### src/rtl/cntr_pkg.sv
// cntr_pkg: terminal-mode constants and next-count rule shared by modulo counters
package cntr_pkg;

    localparam int MODE_WRAP = 0;
    localparam int MODE_SAT  = 1;

    // Next count within [0, m-1]; saturating mode holds at either terminal value.
    function automatic int next_cnt(int o, logic up, int m, int mode);
        return up ? ((o == m - 1) ? ((mode == MODE_SAT) ? o : 0) : o + 1)
                  : ((o == 0) ? ((mode == MODE_SAT) ? o : m - 1) : o - 1);
    endfunction

endpackage

### src/rtl/cntr_mod.sv
// cntr_mod: up/down modulo-MOD counter with load clamp, wrap or saturate at terminals,
// combinational terminal-count flag and registered one-cycle wrap pulse
module cntr_mod
    import cntr_pkg::*;
#(
    parameter int W    = 4,
    parameter int MOD  = 16,
    parameter int MODE = MODE_WRAP
) (
    input  logic         c,
    input  logic         r,
    input  logic         en,
    input  logic         up,
    input  logic         ld,
    input  logic [W-1:0] d,
    output logic [W-1:0] o,
    output logic         tc,
    output logic         wr
);

    if (MOD < 2 || MOD > 2 ** W || (MODE != MODE_WRAP && MODE != MODE_SAT)) begin : g_bad_param
        $error("cntr_mod: illegal parameters MOD=%0d W=%0d MODE=%0d", MOD, W, MODE);
    end

    localparam logic [W-1:0] TOP = W'(MOD - 1);

    // Power-up values give o=0, wr=0 before any reset or clock edge.
    logic [W-1:0] cnt = '0;
    logic         wrp = 1'b0;

    assign o  = cnt;
    assign wr = wrp;
    assign tc = up ? (cnt == TOP) : (cnt == '0);

    always_ff @(posedge c or posedge r) begin
        if (r) begin
            cnt <= '0;
            wrp <= 1'b0;
        end else if (ld) begin
            cnt <= ({1'b0, d} >= (W + 1)'(MOD)) ? TOP : d;
            wrp <= 1'b0;
        end else if (en) begin
            cnt <= W'(next_cnt(int'(cnt), up, MOD, MODE));
            wrp <= (MODE == MODE_WRAP) && tc;
        end else begin
            wrp <= 1'b0;
        end
    end

endmodule

### config.mk
export PLATFORM = sky130hd
export DESIGN_NAME = cntr_mod
export DESIGN_NICKNAME = d
export VERILOG_FILES = /design/src/rtl/cntr_pkg.sv /design/src/rtl/cntr_mod.sv
export SDC_FILE = /design/constraint.sdc
export NUM_CORES = 1
export LEC_CHECK = 0
export CORE_AREA = 3 3 40 42
export CTS_BUF_LIST = sky130_fd_sc_hd__clkbuf_4
export DETAILED_ROUTE_END_ITERATION = 10
export DIE_AREA = 0 0 43 45
export REMOVE_ABC_BUFFERS = 1
export SYNTH_ARGS = -nofsm -noshare
export SYNTH_HDL_FRONTEND = slang
export SYNTH_SLANG_ARGS = --single-unit
### constraint.sdc
create_clock -name c -period 2.3 [get_ports c]
set_input_delay 0.345 -clock c [delete_from_list [all_inputs] [get_ports c]]
set_output_delay 0.345 -clock c [all_outputs]
set_load 0.01 [all_outputs]
==> reports/summary.txt <==
TIMING
----------------------------------------------------------------------
Period utilisation layout ...............................        90.8%
Clock skew ..............................................    0.0121 ns
Setup tns final .........................................         0 ns
Worst-case headroom to the max-slew limit ...............        80.1%
Clock period minus worst slack ..........................      2.09 ns
Final number of max-transition violations ...............            0
RSZ-0062 raised after global routing ....................        false
Final setup violating endpoints .........................            0
Final Hold Violating Endpoints ..........................            0
Slew at the pin with the worst max-slew slack ...........     0.297 ns
Final critical-path setup slack .........................     0.213 ns
Fmax achieved ...........................................      479 MHz

PWR
----------------------------------------------------------------------
Power per cell area .....................................  609 nW/um^2
Share of total power in combinational logic .............        36.3%
Internal power summed over all cells ....................       248 uW
Switching part of the total power .......................        30.3%
Share of total power in sequential cells ................        31.1%
Leakage power ...........................................  0.000255 uW
Part of the power in the clock network ..................        32.6%
Maximum ir drop on the vdd rail .........................     0.457 mV
Net Sw Power ............................................       108 uW

DRT
----------------------------------------------------------------------
DRC violation count after routing .......................            0
Via count ...............................................          375
Routed length per instance ..............................      11.9 um
Final Routed Wirelength .................................       927 um
Number of nets with antenna violations after routing ....            0
1st-pass router iterations ..............................            4
Routed vias/inst ........................................         4.81
Initial DRC Count .......................................            2

SETUP PATH
----------------------------------------------------------------------
Cells on worst reg2reg path .............................            6
Critical Path Sink Type .................................   output pin
R2r setup slk ...........................................      0.74 ns
Critical Path Fanout Max ................................            3
Endpoint of the worst-slack reg-to-reg timing path ......         o[0]
Type of the setup path with the least slack .............      reg2out
Startpoint of the worst-slack reg-to-reg timing path ....         o[0]
Worst Setup Start Kind ..................................    flip-flop
Critical Path AT ........................................      1.74 ns
Required time worst endpoint ............................      1.96 ns

JOB
----------------------------------------------------------------------
Max-cap check violation count ...........................            0

PLACEMENT
----------------------------------------------------------------------
HPWL after detailed placement ...........................       724 um
# port buffers ..........................................           14
RePlAce Congestion ......................................        0.710
Post-placement setup slack ..............................    0.0984 ns
Cell count after placement ..............................           74

CLOCKING
----------------------------------------------------------------------
Count of H-tree levels built during CTS .................            1
CTS buffer count ........................................            3
Clock-pin slew on the worst setup and hold paths ........      0.05 ns
Clk sinks ...............................................            5
TritonCTS clock tree ....................................          yes
CTS Root Buffer Type .................................... sky130_fd_sc_hd__clkbuf_4
Clock latency on the worst-skew pair ....................      0.25 ns
Buffers from clock root to sink, at most ................            2

GLOBAL ROUTE
----------------------------------------------------------------------
GR Overflow Total .......................................            0
Total GRT Usage .........................................        12.1%
Pin count of the biggest net entering global routing ....           10
First-pass GRT wire length ..............................      1660 um
Number of global-route vias before repair ...............          363
Antenna violations before repair ........................            0

DIE
----------------------------------------------------------------------
Num ports ...............................................           15
Initial cell density of the core ........................        30.2%
Die span in y ...........................................        45 um
Die area ................................................    1940 um^2
Die X-Extent ............................................        43 um
Standard cell core area .................................    1280 um^2
Standard-cell row count .................................           13

CELLS AND AREA
----------------------------------------------------------------------
Share of the core filled with cells in the final layout .        45.4%
Filler-free cell count of the finished design ...........           78
Layout filler cell count ................................          141
Fraction of layout cells with a size suffix above 1 .....        19.0%
Area Growth Syn to Fin ..................................        50.3%
Layout net count ........................................           75
Antenna diode instance count ............................            0

LOGIC SYNTHESIS
----------------------------------------------------------------------
Yosys warns .............................................            0
Mean area per synthesized cell ..........................    8.82 um^2
Number of library cell types mapped by synthesis ........           24
Number of storage elements in the synthesis netlist .....            5
Part of the Yosys area used for sequential elements .....        32.3%
Mapped Area .............................................     388 um^2
Synthesized instance count ..............................           44

OUTCOME
----------------------------------------------------------------------
Run status ..............................................    completed

WORST HOLD PATH
----------------------------------------------------------------------
Class of the tightest hold or removal check .............     in2async

[critical path, cell delays in order, from the launching register on]
cell and delay (ns):
sky130_fd_sc_hd__dfrtp_1 0.37, sky130_fd_sc_hd__inv_1 0.09, sky130_fd_sc_hd__ha_1 0.20, sky130_fd_sc_hd__or3b_4 0.40, sky130_fd_sc_hd__o21ai_1 0.14, sky130_fd_sc_hd__dlygate4sd2_1 0.28
[sequential cells by signal (all words and copies together), names as in the netlist]
register and cells:
o 4, wr 1
[layer usage]
metal  routed length [um]  track usage (%)
met1                  402             13.7
met3                   95             7.97
met2                  429             18.9
met4                    0             3.61
met5                    0                0
[area by class of cell]
type,count,area (um^2),share of cell area (%)
Clock buffer,4,30.0,5.15
Inverter,5,18.8,3.22
Multi-Input combinational cell,32,229,39.3
Sequential cell,5,125,21.5
Tap cell,15,18.8,3.22
Timing Repair Buffer,17,161,27.7
[power groups by stage]
stage	logic, uW	clock network, uW	registers [uW]
2_1_floorplan	61.3	0	118
3_3_place_gp	131	0	111
3_5_place_dp	131	0	112
4_1_cts	131	119	110
5_1_grt	144	125	112
6_report	129	116	110
[cell usage after synthesis (all sizes together)]
library cell / instances / share of area, %
or3b: 1 / 2.9
nand2b: 2 / 3.2
o311a: 1 / 2.6
nand2: 4 / 3.9
nor3b: 1 / 1.9
a31o: 1 / 2.3
mux2: 1 / 2.9
o31ai: 1 / 1.9
o21ai: 6 / 8.7
dfrtp: 5 / 32
ha: 2 / 6.5
xnor2: 2 / 4.5
nor2: 1 / 0.97
buf: 2 / 3.9
a21oi: 3 / 3.9
inv: 5 / 4.8
mux2i: 1 / 2.6
a31oi: 1 / 1.6
nand4: 2 / 3.2
a221oi: 1 / 3.9
nor2b: 1 / 1.6
[kinds of logic (layout without fill, tap and decap cells)]
family | Yosys count | in the layout | share of synthesized area, %
compound gates | 14 | 14 | 24.8
fa+ha+maj | 2 | 2 | 6.45
buf+inv | 7 | 26 | 8.71
mux | 2 | 2 | 5.48
xor+xnor | 2 | 2 | 4.52
flops | 5 | 5 | 32.3
simple gates | 12 | 12 | 17.7
[cells in the final DEF, fill, tap and decap left out, drive strengths merged, types with 2 or more instances in the layout]
cell type      instances
clkdlybuf4s50         13
o21ai                  6
inv                    5
dfrtp                  5
nand2                  4
clkbuf                 4
a21oi                  3
buf                    3
xnor2                  2
nand4                  2
nand2b                 2
ha                     2
[worst max-delay path by stage]
stage | startpoint | to | slack (ns)
after CTS | o[0] | tc | 0.20
final | o[0] | tc | 0.21
after global placement | up | tc | 0.11
after global routing | o[0] | tc | 0.1
after detailed placement | up | tc | 0.1
after floorplan | o[0] | tc | 0.60
[metrics by stage]
| stage | total power (uW) | hold WS (ns) | instance area [um^2] |
|---|---|---|---|
| 3_3_place_gp | 242 | 0.558 | 554 |
| 4_1_cts | 360 | 0.308 | 583 |
| 6_report | 355 | 0.299 | 583 |
| 2_1_floorplan | 179 | 0.124 | 373 |
| 5_1_grt | 382 | 0.329 | 583 |
| 3_5_place_dp | 243 | 0.566 | 554 |
[repair_timing]
item / CTS / global route
gates resized for setup: 1 / 0
setup buffers: 0 / 0
hold buffers: 0 / 0
setup endpoints to repair: 1 / 0
(Power assumes the default switching activity.)
==> RTL change 1: new RTL, config.mk and constraints unchanged <==
Set the parameter `W` to 5 (it was 4).
--- a/src/rtl/cntr_mod.sv
+++ b/src/rtl/cntr_mod.sv
@@ -4,5 +4,5 @@
     import cntr_pkg::*;
 #(
-    parameter int W    = 4,
+    parameter int W    = 5,
     parameter int MOD  = 16,
     parameter int MODE = MODE_WRAP
Ports: changed (resized d and o); port bits go from 15 to 17. The function was not compared with the original's and may differ.
==> RTL change 1 against the original RTL <==
- worst setup slack improved by 0.0061 ns
- clock power decreased by 13%
- wire length increased by 25%
- die area unchanged
- global-route usage increased by 0.78 points
- register-to-register slack got worse by 0.14 ns
- sequential cell count increased by 1
- total power increased by 5.6%
- area after synthesis increased by 15%
- first-iteration DRC count increased to 8.0 times the old value
- cell area increased by 15%
- non-clock buffer count increased by 5
==> RTL change 1: results (changes against the original RTL) <==
STA
  – Slew @ Worst Pin: 0.307 ns (+0.0106 ns)
  – Max Freq: 0.480 GHz (+0.29%)
  – Clock skew after layout: 0.00915 ns (-0.00294 ns)

Drt
  – DR iter-0 viols: 16 (+14)
  – Via count: 460 (+23%)
  – Total Routed Length: 1.16 mm (+25%)

Status
  – Status: complete, no violations

Clock network
  – Skew-Pair Late Insertion Delay: 0.25 ns (about the same)
  – Clk buf depth: 2 (unchanged)
  – CTS Root Cell: clkbuf_4

Pwr
  – IR drop worst, VDD: 311 uV (-32%)
  – Switch Pwr: 118 uW (+9.5%)
  – Lkg Pwr: 0.294 nW (+15%)

Placement
  – Final HPWL DP: 878 um (+21%)
  – Port Buffer Count: 16 (+2)
  – DP Worst Slack: -0.118 ns (-0.217 ns)
  – Area after DPL: 653 sq um (+18%)
  – GP Congestion: 0.794 (+12%)

Critical path
  – Crit path from: o[0]
  – Flop2flop setup slack: 0.60 ns (-0.14 ns)
  – Crit-path max FO: 3 (unchanged)

Finish
  – Fillers: 131 (-7.1%)
  – Layout net count: 87 (+16%)
  – Share of cells above drive strength 1: 17.8% (-1.2 points)
  – Max FFs per register: 5 (+1)

Logic synthesis
  – Share of the yosys chip area belonging to registers: 33.8% (+1.5 points)
  – Most common flop cell mapped by yosys: dfrtp_1
  – Post-synthesis adder-cell area fraction: 5.63% (-0.82 points)
  – Synth Area in Compound Gates: 22.5% (-2.3 points)
  – Library cells used by synthesis: 26 (+8.3%)
  – Yosys Warn Count: 0 (unchanged)
  – Synth area leaders: dfrtp_1, xnor2_1, a21oi_1
  – Asr flop ratio synth: 100% (unchanged)
  – XOR/XNOR Fraction of Synth Area: 5.92% (+1.4 points)
  – Post-synth top cells: dfrtp_1, a21oi_1, inv_1, nor2_1, nor3_1
  – Mux contribution to synthesized area: 2.25% (-3.2 points)

Global routing
  – Vias in the first global route: 382 (+5.2%)
  – Gr usage total: 12.9% (+0.78 points)
  – First-pass GRT wire length: 1.77 mm (+6.7%)
-- RTL change 1: final timing paths --
check | to | cells past startpoint
worst max-delay path | tc | 6
worst min-delay path | o[4] | 2
worst max register to register | o[4] | 6
worst min register to register | wr | 1
max in group asynchronous | o[0] | 2
min in group c | wr | 1
-- RTL change 1: cell families (layout without fill, tap and decap cells) --
group           Yosys count  in the layout
simple gates             17             17
compound gates           14             14
buf+inv                   7             30
flops                     6              6
xor+xnor                  3              3
fa+ha+maj                 2              2
mux                       1              1
-- RTL change 1: cell type report --
type                       count  area share (%)
clock buffer                   3            3.36
inverter                       5            2.80
multi-input combinational     37            38.8
sequential                     6            22.4
tap                           15            2.80
timing repair buffer          22            29.9
-- RTL change 1: through the flow --
step	power, mW	hold slack (ns)	util [%]	instances
detailed placement	0.276	0.590	50.8	85
finish	0.375	0.320	52.2	88
global route	0.399	0.332	52.2	88
global placement	0.276	0.581	50.8	85
floorplan	0.198	0.136	-	48
CTS	0.377	0.319	52.5	88
-- RTL change 1: routing by layer --
| layer | vias to the layer above | GRT usage [%] | part of all wire (%) |
|---|---|---|---|
| met5 | - | 0 | 0 |
| met4 | 0 | 7.23 | 1.5 |
| met3 | 2 | 4.78 | 7.7 |
| met2 | 14 | 16.2 | 42 |
| met1 | 215 | 18.7 | 49 |
| li1 | 229 | - | - |
-- RTL change 1: critical path: stages (launching register included) --
cell      delay (ns)
dfrtp_1         0.36
inv_1           0.06
ha_1            0.18
or4b_4          0.49
and2_1          0.18
nor2_1          0.09
clkbuf_2        0.14
-- RTL change 1: power groups by stage --
| stage | clock network, mW | logic, mW | registers (mW) |
|---|---|---|---|
| after CTS | 0.103 | 0.152 | 0.122 |
| after global placement | 0 | 0.153 | 0.123 |
| after floorplan | 0 | 0.0579 | 0.140 |
| final | 0.101 | 0.152 | 0.122 |
| after global routing | 0.111 | 0.165 | 0.123 |
| after detailed placement | 0 | 0.153 | 0.124 |
-- RTL change 1: timing repair --
| action | 4_1_cts | 5_1_grt |
|---|---|---|
| resized for setup | 1 | 2 |
| endpoints found under the hold margin | 0 | 0 |
| endpoints found under the setup margin | 1 | 1 |
